<file path="src/rtl/result_arb_pkg.sv">
// Shared types and constants for the write-back result bus arbiter.
// Unit indices match the bit positions of the request vectors.
package result_arb_pkg;

  typedef enum logic [1:0] {
    IDLE  = 2'd0,
    WRITE = 2'd1,
    ACK   = 2'd2
  } state_t;

  localparam int BUS_W       = 256;
  localparam int ADDR_W      = 8;
  localparam int ID_W        = 2;
  localparam int UNIT_MULT   = 0;
  localparam int UNIT_ADDSUB = 1;
  localparam int UNIT_TRAN   = 2;

endpackage

</file>
<file path="src/rtl/result_bus_arbiter_rr_pick.sv">
// Combinational round-robin picker: first set request at or after ptr,
// wrapping around.
module rr_pick
  import result_arb_pkg::*;
#(
  parameter int N_REQ = 3
) (
  input  logic [N_REQ-1:0] req,
  input  logic [ID_W-1:0]  ptr,
  output logic [ID_W-1:0]  winner,
  output logic             any_req
);

  int w_best;
  int w_dist;

  // Distance from ptr decides priority; smallest wrapped distance wins.
  always_comb begin
    winner  = '0;
    any_req = 1'b0;
    w_best  = N_REQ;
    w_dist  = 0;
    for (int i = 0; i < N_REQ; i++) begin
      w_dist = (i + N_REQ - int'(ptr)) % N_REQ;
      if (req[i] && (w_dist < w_best)) begin
        w_best  = w_dist;
        winner  = ID_W'(i);
        any_req = 1'b1;
      end
    end
  end

endmodule

</file>
<file path="src/rtl/result_bus_arbiter.sv">
// Round-robin arbiter sharing the single memory write port among the
// matrix functional units; latches one result, writes it, acks the unit.
module result_bus_arbiter
  import result_arb_pkg::*;
#(
  parameter int N_REQ   = 3,
  parameter int BUS_W   = result_arb_pkg::BUS_W,
  parameter int ADDR_W  = result_arb_pkg::ADDR_W,
  parameter int TIMEOUT = 64
) (
  input  logic                    clk,
  input  logic                    RESET,
  input  logic [N_REQ-1:0]        req_fleg,
  input  logic [N_REQ*BUS_W-1:0]  req_data,
  input  logic [N_REQ*ADDR_W-1:0] req_addr,
  output logic [N_REQ-1:0]        req_ack,
  output logic                    memEN,
  output logic                    memRW,
  output logic [ADDR_W-1:0]       memAddr,
  output logic [BUS_W-1:0]        memWrite,
  input  logic                    memFleg,
  output logic                    busy,
  output logic [1:0]              grant_id,
  output logic                    write_err
);

  localparam int CNT_W = (TIMEOUT > 1) ? $clog2(TIMEOUT) : 1;

  state_t             r_state;
  state_t             w_next;
  logic [ID_W-1:0]    r_ptr;
  logic [ID_W-1:0]    r_grant;
  logic [BUS_W-1:0]   r_data;
  logic [ADDR_W-1:0]  r_addr;
  logic [CNT_W-1:0]   r_cnt;
  logic               r_mem_en;
  logic               r_busy;
  logic               r_err;
  logic [N_REQ-1:0]   r_ack;

  logic [ID_W-1:0]    w_win;
  logic               w_any;
  logic               w_timeout;
  logic [BUS_W-1:0]   w_sel_data;
  logic [ADDR_W-1:0]  w_sel_addr;
  logic [N_REQ-1:0]   w_ack_vec;
  logic [ID_W-1:0]    w_ptr_nxt;

  rr_pick #(
    .N_REQ (N_REQ)
  ) u_pick (
    .req     (req_fleg),
    .ptr     (r_ptr),
    .winner  (w_win),
    .any_req (w_any)
  );

  assign w_timeout = (r_cnt == CNT_W'(TIMEOUT - 1));
  assign w_ptr_nxt = (r_grant == ID_W'(N_REQ - 1)) ?
                     '0 : r_grant + ID_W'(1);

  always_comb begin
    w_sel_data = '0;
    w_sel_addr = '0;
    w_ack_vec  = '0;
    for (int i = 0; i < N_REQ; i++) begin
      if (w_win == ID_W'(i)) begin
        w_sel_data = req_data[i*BUS_W +: BUS_W];
        w_sel_addr = req_addr[i*ADDR_W +: ADDR_W];
      end
      w_ack_vec[i] = (r_grant == ID_W'(i));
    end
  end

  always_comb begin
    w_next = r_state;
    unique case (r_state)
      IDLE:    if (w_any) w_next = WRITE;
      WRITE:   if (memFleg || w_timeout) w_next = ACK;
      ACK:     w_next = IDLE;
      default: w_next = IDLE;
    endcase
  end

  // Outputs are registered from the next state, so nothing leaks
  // combinationally from the inputs.
  always_ff @(posedge clk or posedge RESET) begin
    if (RESET) begin
      r_state  <= IDLE;
      r_ptr    <= '0;
      r_grant  <= '0;
      r_data   <= '0;
      r_addr   <= '0;
      r_cnt    <= '0;
      r_mem_en <= 1'b0;
      r_busy   <= 1'b0;
      r_err    <= 1'b0;
      r_ack    <= '0;
    end else begin
      r_state  <= w_next;
      r_mem_en <= (w_next == WRITE);
      r_busy   <= (w_next != IDLE);
      r_ack    <= '0;
      unique case (r_state)
        IDLE: begin
          if (w_any) begin
            r_grant <= w_win;
            r_data  <= w_sel_data;
            r_addr  <= w_sel_addr;
            r_cnt   <= '0;
          end
        end
        WRITE: begin
          r_cnt <= r_cnt + CNT_W'(1);
          if (!memFleg && w_timeout) r_err <= 1'b1;
          if (memFleg || w_timeout) r_ack <= w_ack_vec;
        end
        ACK:     r_ptr <= w_ptr_nxt;
        default: ;
      endcase
    end
  end

  assign req_ack   = r_ack;
  assign memEN     = r_mem_en;
  assign memRW     = r_mem_en;
  assign memAddr   = r_addr;
  assign memWrite  = r_data;
  assign busy      = r_busy;
  assign grant_id  = r_grant;
  assign write_err = r_err;

endmodule

</file>
<file path="config.mk">
export PLATFORM = sky130hd
export DESIGN_NAME = result_bus_arbiter
export DESIGN_NICKNAME = d
export VERILOG_FILES = /design/src/rtl/result_arb_pkg.sv /design/src/rtl/result_bus_arbiter_rr_pick.sv /design/src/rtl/result_bus_arbiter.sv
export SDC_FILE = /design/constraint.sdc
export NUM_CORES = 1
export LEC_CHECK = 0
export CORE_AREA = 3 3 415 417
export CTS_BUF_LIST = sky130_fd_sc_hd__clkbuf_8 sky130_fd_sc_hd__clkbuf_16
export CTS_CLUSTER_DIAMETER = 80
export DETAILED_ROUTE_END_ITERATION = 12
export DIE_AREA = 0 0 418 420
export GPL_TIMING_DRIVEN = 1
export PLACE_DENSITY_LB_ADDON = 0.05
export SETUP_SLACK_MARGIN = 0.4
export SKIP_CTS_REPAIR_TIMING = 1
export SLEW_MARGIN = 20
export SYNTH_ARGS = -nofsm -noshare
export SYNTH_HDL_FRONTEND = slang
export SYNTH_SLANG_ARGS = --single-unit
</file>
<file path="constraint.sdc">
create_clock -name clk -period 18.9 [get_ports clk]
set_input_delay 5.67 -clock clk [delete_from_list [all_inputs] [get_ports clk]]
set_output_delay 5.67 -clock clk [all_outputs]
set_load 0.01 [all_outputs]
</file>
Word level (Yosys, flattened, before mapping)
Index checks and enable logic that the tools add are counted.

word-level totals
  flip-flop bits (word level) = 282
  input bits = 798
  output and inout port bits = 273
  word-level logic and storage cells = 65

operators by class
  add/subtract/negate cells = 5
  div/mod/pow operators = 3
  magnitude comparators = 3
  equal/unequal tests = 9
  mux-type cells = 21
  reduce and logical (&&, ||, !) cells = 14

operators by type and width
  kind                                                                      number
  256-bit two-way mux                                                       3
  32-bit by 3-bit remainder unit with 32-bit output, second input constant  3
  32-bit < comparator                                                       2
  32-bit two-way mux                                                        2
  32-bit by 3-bit < comparator with 1-bit output, second input constant     1
  8-bit two-way mux                                                         3
  6-bit case mux with 2 select lines                                        1
  2-bit by 1-bit equality test with 1-bit output, second input constant     4
  2-bit two-way mux                                                         4
  3-bit by 2-bit subtractor with 4-bit output, first input constant         2
  6-bit by 1-bit adder with 6-bit output, second input constant             1
  2-bit equality test, second input constant                                3
  6-bit equality test, second input constant                                1
  2-bit logical NOT                                                         3
  3-bit two-way mux                                                         2
  6-bit two-way mux                                                         1
  2-bit AND reduction                                                       3
  1-bit logical AND                                                         4
  1-bit two-way mux                                                         4
  2-bit case mux with 2 select lines                                        1
  2-bit nonzero test                                                        2
  2-bit by 2-bit subtractor with 3-bit output, first input constant         1
  2-bit by 1-bit adder with 2-bit output, second input constant             1
  2-bit by 1-bit != test with 1-bit output, second input constant           1
  other kinds (2)                                                           2

Longest topological paths before layout
Gate-level depths: netlist of the first run.

  word-level depth = 15
  gate-level depth with buffers = 22
  gate-level depth less buffers = 18

By module
From an unflattened synthesis of the first run, not the netlist that was laid out.

second synthesis, totals
  cell total of the unflattened synthesis = 1889
  area total of the unflattened synthesis = 17415.5 um^2

modules (own cells, without submodules)
  module              times used  cells an instance  area each (um^2)  seq. area each (um^2)
  result_bus_arbiter  1           1805               16732.3           7056.8
  rr_pick             1           84                 683.2             0.0

Worst setup path after synthesis of the first run
No wires, ideal clock.

  path kind = input to register
  from = input req_fleg[0]
  to = register r_addr[0], in the netlist memAddr[0]
  setup time = 73 ps
  data arrival time = 8952 ps
  data required time = 18827 ps
  path slack = 9875 ps
  stages = 16
  buffers on the path = 5
  cell sequence = nor2b_1 > ha_1 > o21ai_0 > a32oi_2 > buf_2 > buf_1 > o21bai_1 > ha_1 > a2111oi_4 > and3_1 > o311a_2 > buf_4 > o21a_4 > buf_8 > buf_8 > a2bb2oi_2

on the way
  longest elaborated chain between the ends = 12
  elaborated cells on any way between the ends = 19
  classes of those cells = order compare: 2; eq/ne: 2; mux: 10; reduce/logical: 5

RTL lines
  element                          RTL line                          RTL
  start: declaration               result_bus_arbiter.sv:13          input logic [N_REQ-1:0] req_fleg,
  1-bit logical AND *              result_bus_arbiter_rr_pick.sv:25  if (req[i] && (w_dist < w_best)) begin
  32-bit two-way mux               result_bus_arbiter_rr_pick.sv:25
  32-bit < comparator              result_bus_arbiter_rr_pick.sv:25
  1-bit logical AND                result_bus_arbiter_rr_pick.sv:25
  32-bit two-way mux               result_bus_arbiter_rr_pick.sv:25
  32-bit < comparator              result_bus_arbiter_rr_pick.sv:25
  1-bit logical AND                result_bus_arbiter_rr_pick.sv:25
  2-bit two-way mux                result_bus_arbiter_rr_pick.sv:25
  2-bit logical NOT                result_bus_arbiter.sv:67          if (w_win == ID_W'(i)) begin
  8-bit two-way mux (3 in series)  result_bus_arbiter.sv:67
  end signal: assignment           result_bus_arbiter.sv:109         r_addr <= w_sel_addr;
  end: declaration                 result_bus_arbiter.sv:34          logic [ADDR_W-1:0] r_addr;

Mark *: on every way between the ends. The rest lies on a longest branch, timed or not.
A chain may end at the register's enable or synchronous reset.

Worst setup path in the final report of the first run
  from = input req_fleg[0]
  to = register r_data[136], in the netlist memWrite[136]

on the way
  longest elaborated chain between the ends = 12
  elaborated cells on any way between the ends = 19
  classes of those cells = order compare: 2; eq/ne: 2; mux: 10; reduce/logical: 5

RTL lines
  element                            RTL line                          RTL
  1-bit logical AND *                result_bus_arbiter_rr_pick.sv:25
  32-bit two-way mux                 result_bus_arbiter_rr_pick.sv:25
  32-bit < comparator                result_bus_arbiter_rr_pick.sv:25
  1-bit logical AND                  result_bus_arbiter_rr_pick.sv:25
  32-bit two-way mux                 result_bus_arbiter_rr_pick.sv:25
  32-bit < comparator                result_bus_arbiter_rr_pick.sv:25
  1-bit logical AND                  result_bus_arbiter_rr_pick.sv:25
  2-bit two-way mux                  result_bus_arbiter_rr_pick.sv:25
  2-bit logical NOT                  result_bus_arbiter.sv:67
  256-bit two-way mux (3 in series)  result_bus_arbiter.sv:67
  end signal: assignment             result_bus_arbiter.sv:108         r_data <= w_sel_data;
  end: declaration                   result_bus_arbiter.sv:33          logic [BUS_W-1:0] r_data;

Marked as above.

==> results of run 1 <==
synth_stat cells (6+ instances only):
cell type / instances / area share [%]
inv_1: 283 / 5.1
dfrtp_1: 282 / 34
o21ai_0: 280 / 6.8
nor2_1: 273 / 5.0
a31oi_1: 267 / 8.1
mux2i_1: 266 / 13
a2bb2oi_2: 239 / 17
clkbuf_1: 165 / 3.0
buf_2: 37 / 0.90
a2bb2oi_1: 25 / 1.1
buf_8: 22 / 1.6
ha_1: 21 / 1.3
nor2b_1: 7 / 0.21
and2_1: 6 / 0.18
buf_6: 6 / 0.33
nand2_1: 6 / 0.11
nor3_1: 6 / 0.15
layer usage:
metal | track usage [%] | up-vias | routed length (µm)
met4 | 3.53 | 22 | 3170
li1 | - | 9877 | -
met5 | 0 | - | 129
met2 | 30.6 | 684 | 79500
met3 | 4.15 | 209 | 8770
met1 | 18.9 | 10962 | 59800
power breakdown:
part / switching (mW) / leakage, nW / internal, mW
Clock: 0.379 / 0.940 / 0.669
Combinational: 2.71 / 10.7 / 2.12
Sequential: 0.245 / 3.20 / 0.945
registers in the layout (all words and copies together) (netlist names), 2 cells and up:
signal / flops
grant_id: 2
memAddr: 8
memWrite: 256
r_cnt: 6
r_ptr: 2
r_state: 2
req_ack: 3
through the flow:
stage / hold WS (ns) / cell area, µm² / utilization [%] / power [mW] / setup WS, ns
5_1_grt: 0.508 / 35200 / 20.8 / 7.53 / 6.87
2_1_floorplan: 0.460 / 20700 / - / 4.19 / 5.45
6_report: 0.488 / 35200 / 20.8 / 7.06 / 7.33
3_3_place_gp: 0.459 / 33300 / 19.7 / 6.11 / 6.48
4_1_cts: 0.498 / 35200 / 20.8 / 7.25 / 7.22
3_5_place_dp: 0.486 / 33300 / 19.7 / 6.15 / 6.50
kinds of logic after synthesis:
logic type,Yosys count,synth area share [%]
mux,269,13.0
flops,282,34.1
buf+inv,518,11.1
compound gates,833,34.3
simple gates,318,6.22
fa+ha+maj,21,1.27
final cells by class:
| cell class | count | share of cell area (%) |
|---|---|---|
| diodes | 17 | 0.121 |
| repair buffers | 1106 | 31.3 |
| flip-flops and latches | 282 | 20.0 |
| multi-input cells | 1441 | 32.3 |
| clock inverters | 35 | 1.25 |
| clock buffers | 59 | 4.03 |
| inverters | 283 | 3.04 |
| well taps | 2218 | 7.87 |
cell usage in the layout (no fill, tap or decap), types with 25 or more instances in the layout:
cell and count:
a2bb2oi_2 239, nor2_1 273, a2bb2oi_1 25, dfrtp_1 282, clkbuf_16 54, buf_4 31
o21ai_0 280, inv_1 292, a31oi_1 267, mux2i_1 265, clkdlybuf4s50_1 1070
worst min path at each step:
stage | start | endpoint | slack [ns]
floorplan | r_cnt[0] | r_cnt[0] | 0.46
global placement | write_err | write_err | 0.46
detailed placement | write_err | write_err | 0.49
CTS | write_err | write_err | 0.50
global route | write_err | write_err | 0.51
finish | write_err | write_err | 0.49
==> impl_metrics.tcl, run 1 <==
set metrics [dict create \
    drtIter0Drc 1142 \
    die_area_um2 176000 \
    first_pass_iters 5 \
    worst_pin_slew_ns 1.25 \
    slew_headroom_pct 16.5 \
    totalWireLength_mm 151 \
    ant_nets 0 \
    crit_slowest_cell "a32oi_4" \
    synth.distinct_cells 42 \
    syn-cell-area_um2 20700 \
    grt_first_pass_wirelength_mm 205 \
    grt_pass1_vias 23309 \
    ir_worst_vdd_mv 0.154 \
    drv_slew 0 \
    instances_no_fill 5441 \
    antenna_found_initial 69 \
    clk_latency_ns 0.63 \
    cp.depth 16 \
    async_flop_share_pct 100 \
    timing.rr.end "memWrite[136]" \
    viasPerCell 4.00 \
    power_per_cell_area_nw_per_um2 200 \
    end_kind "flop" \
    worst-path-max-fanout 45 \
    fp.coreArea_um2 169000 \
    place_hpwl_mm 116 \
    initial_core_util_pct 12.2 \
    syn_nets 3060 \
    min_path_cells 1 \
    max_cap_viol_count 0 \
    die_x_um 418 \
    path_class "primary input to flop" \
    synth_edf_count 0 \
    grt_overflow 0 \
    path_cells "clkdlybuf4s50_1, nor2b_1, ha_1, o21ai_0, a32oi_4, buf_4, nand2_1, o21ai_0, ha_1, o211ai_1, and3_1, o311a_4, o21a_4, buf_4, buf_4, a2bb2oi_2" \
    cts_made_buffers 52 \
    dp_cells 5330 \
    multiInputGateArea_um2 11400 \
    finClkSkew_ns 0.0141 \
    finalNetCount 3985 \
    crit_path_max_incr_delay_ns 0.81 \
    fmax_ghz 0.0864 \
    clk_pin_slew_ns 0.05 \
    die_y_um 420 \
    crit_family "compound AO/OA/AOI/OAI gates" \
    cts-root-buf "clkbuf_16" \
    ys_seq_elements 282 \
    reg2reg_depth 18 \
    hp-class "flop to flop" \
    reg2reg_slack_ns 11.54 \
    grt_max_degree 133 \
    grt_usage_pct 16.5 \
    startpoint_type "primary input" \
    place_congestion 0.845 \
    cts_tree "yes" \
    period_share_pct 61.2 \
    path_buf_inv 4 \
    io_pins 1071 \
    crit_top_cell "buf_4" \
    arrival_ns 12.12 \
    hold_viol 0 \
    setup_viol 0 \
    period_minus_slack_ns 11.57 \
    status "completed" \
    cts_num_sinks 282 \
    ff_latch_area_um2 7060 \
    wl_per_cell_um 27.8 \
    avgSynthCellArea_um2 9.23 \
    n_fill_cell 18610 \
    critPathLaunch "req_fleg[0]" \
    syn2layout_area_growth_pct 70.4 \
    endpoint "memWrite[136]" \
    rsz0062_at_grt "false" \
    htree_levels 2 \
    synth-main-ff-cell "dfrtp_1" \
    ys_seq_area_share_pct 34.1 \
    yosys_warnings 0 \
    vias 21754 \
    clk_path_buf_depth 3 \
    p_leak_nw 14.8 \
    required_ns 19.45 \
    portBuffers 1070 \
    rows 151 \
    r2r_start "r_ptr[1]" \
    final_layout_size_suffix_gt1_share_pct 11.6 \
    syn-instance-count 2241 \
    drc 0 \
    totalNegativeSetupSlack_ns 0 \
]
Note: power is estimated with default switching activity, not from simulation.
==> run 2: changes to the inputs <==
==> constraint.sdc (replaced) <==
create_clock -name clk -period 12 [get_ports clk]
set_input_delay 3.6 -clock clk [delete_from_list [all_inputs] [get_ports clk]]
set_output_delay 3.6 -clock clk [all_outputs]
set_load 0.01 [all_outputs]
==> run 2 against run 1 <==
  * First-iteration DRC count decreased by 4.1%
  * Worst setup slack worse by 3.9 ns
  * Critical path depth is 2 lower
  * Combinational power increased by 59%
  * Register-to-register slack got worse by 5.9 ns
  * Routed wire length is 0.18% higher
  * Largest cell class unchanged
==> impl_metrics.tcl, run 2 (same netlist as run 1, synthesis figures left out) <==
set metrics [dict create \
    finClkSkew_ns 0.0313 \
    rows 151 \
    totalWireLength_mm 152 \
    period_share_pct 71.4 \
    wl_met3_mm 9.98 \
    place_congestion 0.817 \
    cts_made_buffers 49 \
    power_per_cell_area_nw_per_um2 313 \
    portBuffers 1070 \
    status "completed" \
    die_x_um 418 \
    largest_reg_flops 256 \
    syn2layout_area_growth_pct 70.1 \
    cts_tree "yes" \
    viasPerCell 4.02 \
    wl_met1_mm 58.4 \
    design_area_um2 35200 \
    fp.coreArea_um2 169000 \
    drc 0 \
    cts_num_sinks 282 \
    initial_core_util_pct 12.2 \
    grt_pass1_vias 23376 \
    fmax_ghz 0.117 \
    max_cap_viol_count 0 \
    drv_slew 0 \
    p_int_mw 5.74 \
    startpoint_type "primary input" \
    required_ns 12.56 \
    wl_per_cell_um 27.9 \
    p_leak_nw 14.8 \
    hp-start "write_err" \
    final_cell_mix "clkdlybuf4s50_1, inv_1, dfrtp_1" \
    grt_first_pass_wirelength_mm 206 \
    rsz0062_at_grt "false" \
    grt_max_degree 171 \
    place_hpwl_mm 115 \
    arrival_ns 9.13 \
    end_kind "flop" \
    finalNetCount 3985 \
    clock_power_share_pct 13.3 \
    die_y_um 420 \
    instances_no_fill 5442 \
    period_minus_slack_ns 8.57 \
    switchingPower_mw 5.26 \
    ant_nets 0 \
    final_layout_size_suffix_gt1_share_pct 11.4 \
    drtIter0Drc 1095 \
    min_to "write_err" \
    die_area_um2 176000 \
    totalNegativeSetupSlack_ns 0 \
    p_seq_share_pct 17.1 \
    path_class "primary input to flop" \
    clk_path_buf_depth 3 \
    io_pins 1071 \
    combPwrFrac_pct 69.6 \
    slew_headroom_pct 32.9 \
    grt_usage_pct 16.5 \
    hp-class "flop to flop" \
    dpl_cell_area_um2 33500 \
    grt_overflow 0 \
    antenna_found_initial 76 \
    r2r_start "r_ptr[1]" \
    htree_levels 2 \
    dp_cells 5332 \
    reg2reg_depth 16 \
    clk_pin_slew_ns 0.05 \
    worst-path-max-fanout 101 \
    dr.max_layer_used "met5" \
    vias 21871 \
    met2_length_mm 79.5 \
    worst_pin_slew_ns 1.01 \
    ir_worst_vdd_mv 0.413 \
    power_switching_share_pct 47.8 \
    reg2reg_slack_ns 5.68 \
    min_path_cells 1 \
    first_pass_iters 5 \
    cts-root-buf "clkbuf_16" \
    timing.rr.end "memWrite[226]" \
    setup_viol 0 \
    final_common_cell "clkdlybuf4s50_1" \
    hold_viol 0 \
    clk_latency_ns 0.64 \
]
==> run 2: cell types whose count changed in the layout (fill, tap and decap cells not counted), sizes merged <==
cell	previous run	this run
bufinv	10	3
diode	17	22
clkinvlp	5	1
buf	36	39
inv	294	297
clkbuf	59	61
clkinv	9	8
==> run 2: layer usage <==
layer	global-route usage (%)	vias up
met5	0	-
met4	3.79	40
met3	4.66	221
met2	30.6	746
met1	18.7	10983
li1	-	9881
==> run 2: final cells by class <==
class                           count  area (µm²)
Fill cell                       18591      134000
Multi-Input combinational cell   1441       11400
Timing Repair Buffer             1109       11200
Sequential cell                   282        7060
Tap cell                         2218        2780
Clock buffer                       61        1400
Inverter                          283        1070
Clock inverter                     26         225
Antenna cell                       22        55.1
==> run 2: worst max-delay path by stage <==
| stage | startpoint | end | slack [ns] | depth (start not counted) |
|---|---|---|---|---|
| global placement | req_fleg[0] | memWrite[222] | 2.58 | 15 |
| detailed placement | req_fleg[0] | memWrite[231] | 2.61 | 15 |
| floorplan | RESET | busy | 0.62 | 1 |
| CTS | req_fleg[0] | memWrite[240] | 3.33 | 14 |
| finish | req_fleg[0] | memWrite[226] | 3.43 | 14 |
| global route | req_fleg[0] | memWrite[224] | 3.13 | 15 |
==> run 2: power by group through the flow <==
stage	Combinational [mW]	Clock, mW	Sequential, mW
after CTS	7.86	1.54	1.89
after floorplan	4.57	0	2.03
after global placement	7.79	0	1.89
after global routing	8.22	1.57	1.94
final	7.66	1.46	1.88
after detailed placement	7.85	0	1.89
==> run 2: worst max-delay path: stages <==
cell and delay [ns]:
clkdlybuf4s50_1 0.47, nor2b_1 0.19, ha_1 0.28, o21ai_0 0.14, a32oi_4 0.30, buf_12 0.62
o21bai_1 0.22, ha_1 0.29, a2111oi_4 0.42, and3_1 0.30, o311a_4 0.58, o21a_4 0.84
buf_12 0.44, a2bb2oi_2 0.17
==> run 2: through the flow <==
stage	hold WS, ns	power (mW)	utilization (%)	setup slack, ns
after floorplan	0.460	6.60	-	0.621
after CTS	0.499	11.3	20.8	3.33
after detailed placement	0.492	9.74	19.8	2.61
after global placement	0.482	9.67	19.8	2.58
after global routing	0.516	11.7	20.8	3.13
final	0.488	11.0	20.8	3.43
==> run 3: changes to the inputs <==
==> constraint.sdc (replaced) <==
create_clock -name clk -period 8.25 [get_ports clk]
set_input_delay 2.475 -clock clk [delete_from_list [all_inputs] [get_ports clk]]
set_output_delay 2.475 -clock clk [all_outputs]
set_load 0.01 [all_outputs]
==> run 3 against run 2 <==
  * Count of clock-buffer cells in the layout is 4 lower
  * Register-to-register slack worse by 2.7 ns
  * Cell count hardly changed
  * Combinational power is 46% higher
  * Total power is 45% higher
  * Routed wire length is 1.9% lower
  * Flip-flop and latch count stayed put
  * Critical path depth stayed put
  * Clock skew is 0.0057 ns lower
  * Critical endpoint is now memWrite[192]
  * Largest power group unchanged
  * Global-route usage is 0.42 points lower
==> impl_metrics.tcl, run 3 (same netlist as run 1, synthesis figures left out) <==
set metrics [dict create \
    worst-path-max-fanout 64 \
    n_fill_cell 18573 \
    vias 21790 \
    clk_path_buf_depth 3 \
    multiInputGateArea_um2 11400 \
    dpl_cell_area_um2 33700 \
    totalNegativeSetupSlack_ns 0 \
    grt_overflow 0 \
    final_cell_mix "clkdlybuf4s50_1, inv_1, dfrtp_1" \
    power_per_cell_area_nw_per_um2 452 \
    period_share_pct 78.1 \
    startpoint_type "primary input" \
    htree_levels 2 \
    place_hpwl_mm 115 \
    first_pass_iters 5 \
    ff_latch_area_um2 7060 \
    cts_num_sinks 282 \
    status "completed" \
    max_cap_viol_count 0 \
    period_minus_slack_ns 6.44 \
    finClkSkew_ns 0.0255 \
    viasPerCell 4.00 \
    drc 0 \
    ant_nets 0 \
    io_pins 1071 \
    clk_latency_ns 0.62 \
    end_kind "flop" \
    cts_tree "yes" \
    die_x_um 418 \
    totalWireLength_mm 149 \
    required_ns 8.78 \
    largest_reg_flops 256 \
    rsz0062_at_grt "false" \
    instances_no_fill 5445 \
    final_common_cell "clkdlybuf4s50_1" \
    cts-root-buf "clkbuf_16" \
    grt_first_pass_wirelength_mm 201 \
    syn2layout_area_growth_pct 70.5 \
    ir_worst_vdd_mv 0.760 \
    place_congestion 0.837 \
    drtIter0Drc 1019 \
    finalNetCount 3995 \
    path_class "primary input to flop" \
    slew_headroom_pct 23.2 \
    die_area_um2 176000 \
    fmax_ghz 0.155 \
    grt_max_degree 147 \
    drv_slew 0 \
    clk_pin_slew_ns 0.06 \
    antenna_found_initial 65 \
    grt_usage_pct 16.1 \
    wl_per_cell_um 27.3 \
    rows 151 \
    portBuffers 1070 \
    p_leak_nw 14.8 \
    power_mw 15.9 \
    cts_made_buffers 46 \
    final_layout_size_suffix_gt1_share_pct 11.7 \
    setup_viol 0 \
    hold_viol 0 \
    dp_cells 5345 \
    design_area_um2 35300 \
    die_y_um 420 \
    worst_pin_slew_ns 1.15 \
    arrival_ns 6.97 \
    initial_core_util_pct 12.2 \
    fp.coreArea_um2 169000 \
    hp-class "flop to flop" \
    grt_pass1_vias 23238 \
]
## run 3: cell types whose count changed in the layout (fill, tap and decap cells not counted), sizes merged
cell,change
buf,+13
inv,-1
clkinvlp,+2
diode,-5
clkbuf,-4
clkinv,-2
## run 3: layout make-up
| class | instances | area share [%] |
|---|---|---|
| Timing Repair Buffer | 1122 | 32.3 |
| Inverter | 283 | 3.02 |
| Clock inverter | 25 | 0.603 |
| Tap cell | 2218 | 7.87 |
| Clock buffer | 57 | 3.69 |
| Sequential cell | 282 | 20.0 |
| Antenna cell | 17 | 0.121 |
| Multi-Input combinational cell | 1441 | 32.3 |
## run 3: path summary, 6_finish.rpt
| check | start | to | slack [ns] | cells past startpoint |
|---|---|---|---|---|
| setup reg to reg | r_ptr[1] | memWrite[192] | 2.94 | 15 |
| hold reg to reg | write_err | write_err | 0.47 | 1 |
| hold / removal | write_err | write_err | 0.47 | 1 |
| max in group asynchronous | RESET | memWrite[94] | 4.47 | 4 |
| min in group asynchronous | RESET | memWrite[226] | 2.21 | 2 |
| setup / recovery | req_fleg[0] | memWrite[192] | 1.81 | 14 |
## run 3: per-stage QoR
step / hold slack [ns] / util (%) / setup WS [ns]
floorplan: 0.460 / - / 2.04
detailed placement: 0.470 / 19.9 / 1.20
finish: 0.469 / 20.9 / 1.81
CTS: 0.483 / 20.8 / 1.84
global route: 0.495 / 20.8 / 1.60
global placement: 0.457 / 19.9 / 1.25
## run 3: worst max-delay path: stages
cell and delay (ns):
clkdlybuf4s50_1 0.55, nor2b_1 0.24, ha_1 0.19, inv_1 0.04
o2111a_1 0.15, a32oi_4 0.35, o21bai_1 0.19, ha_1 0.30
a2111oi_4 0.44, nor3b_1 0.50, mux2_8 0.65, buf_12 0.33
o21ai_0 0.17, a2bb2oi_2 0.19
## run 3: routing by layer
layer,global-route usage (%),up-vias,routed length (µm)
met1,18.0,11029,57600
met4,2.90,32,2530
met5,0,-,204
met2,30.7,674,80100
li1,-,9887,-
met3,4.09,168,8470
## run 3: report_power, final
part | leakage, nW | internal [mW] | total (mW) | switching, mW
Combinational | 10.8 | 4.98 | 11.2 | 6.22
Sequential | 3.20 | 2.16 | 2.73 | 0.561
Clock | 0.788 | 1.20 | 2.01 | 0.804
Total | 14.8 | 8.35 | 15.9 | 7.59
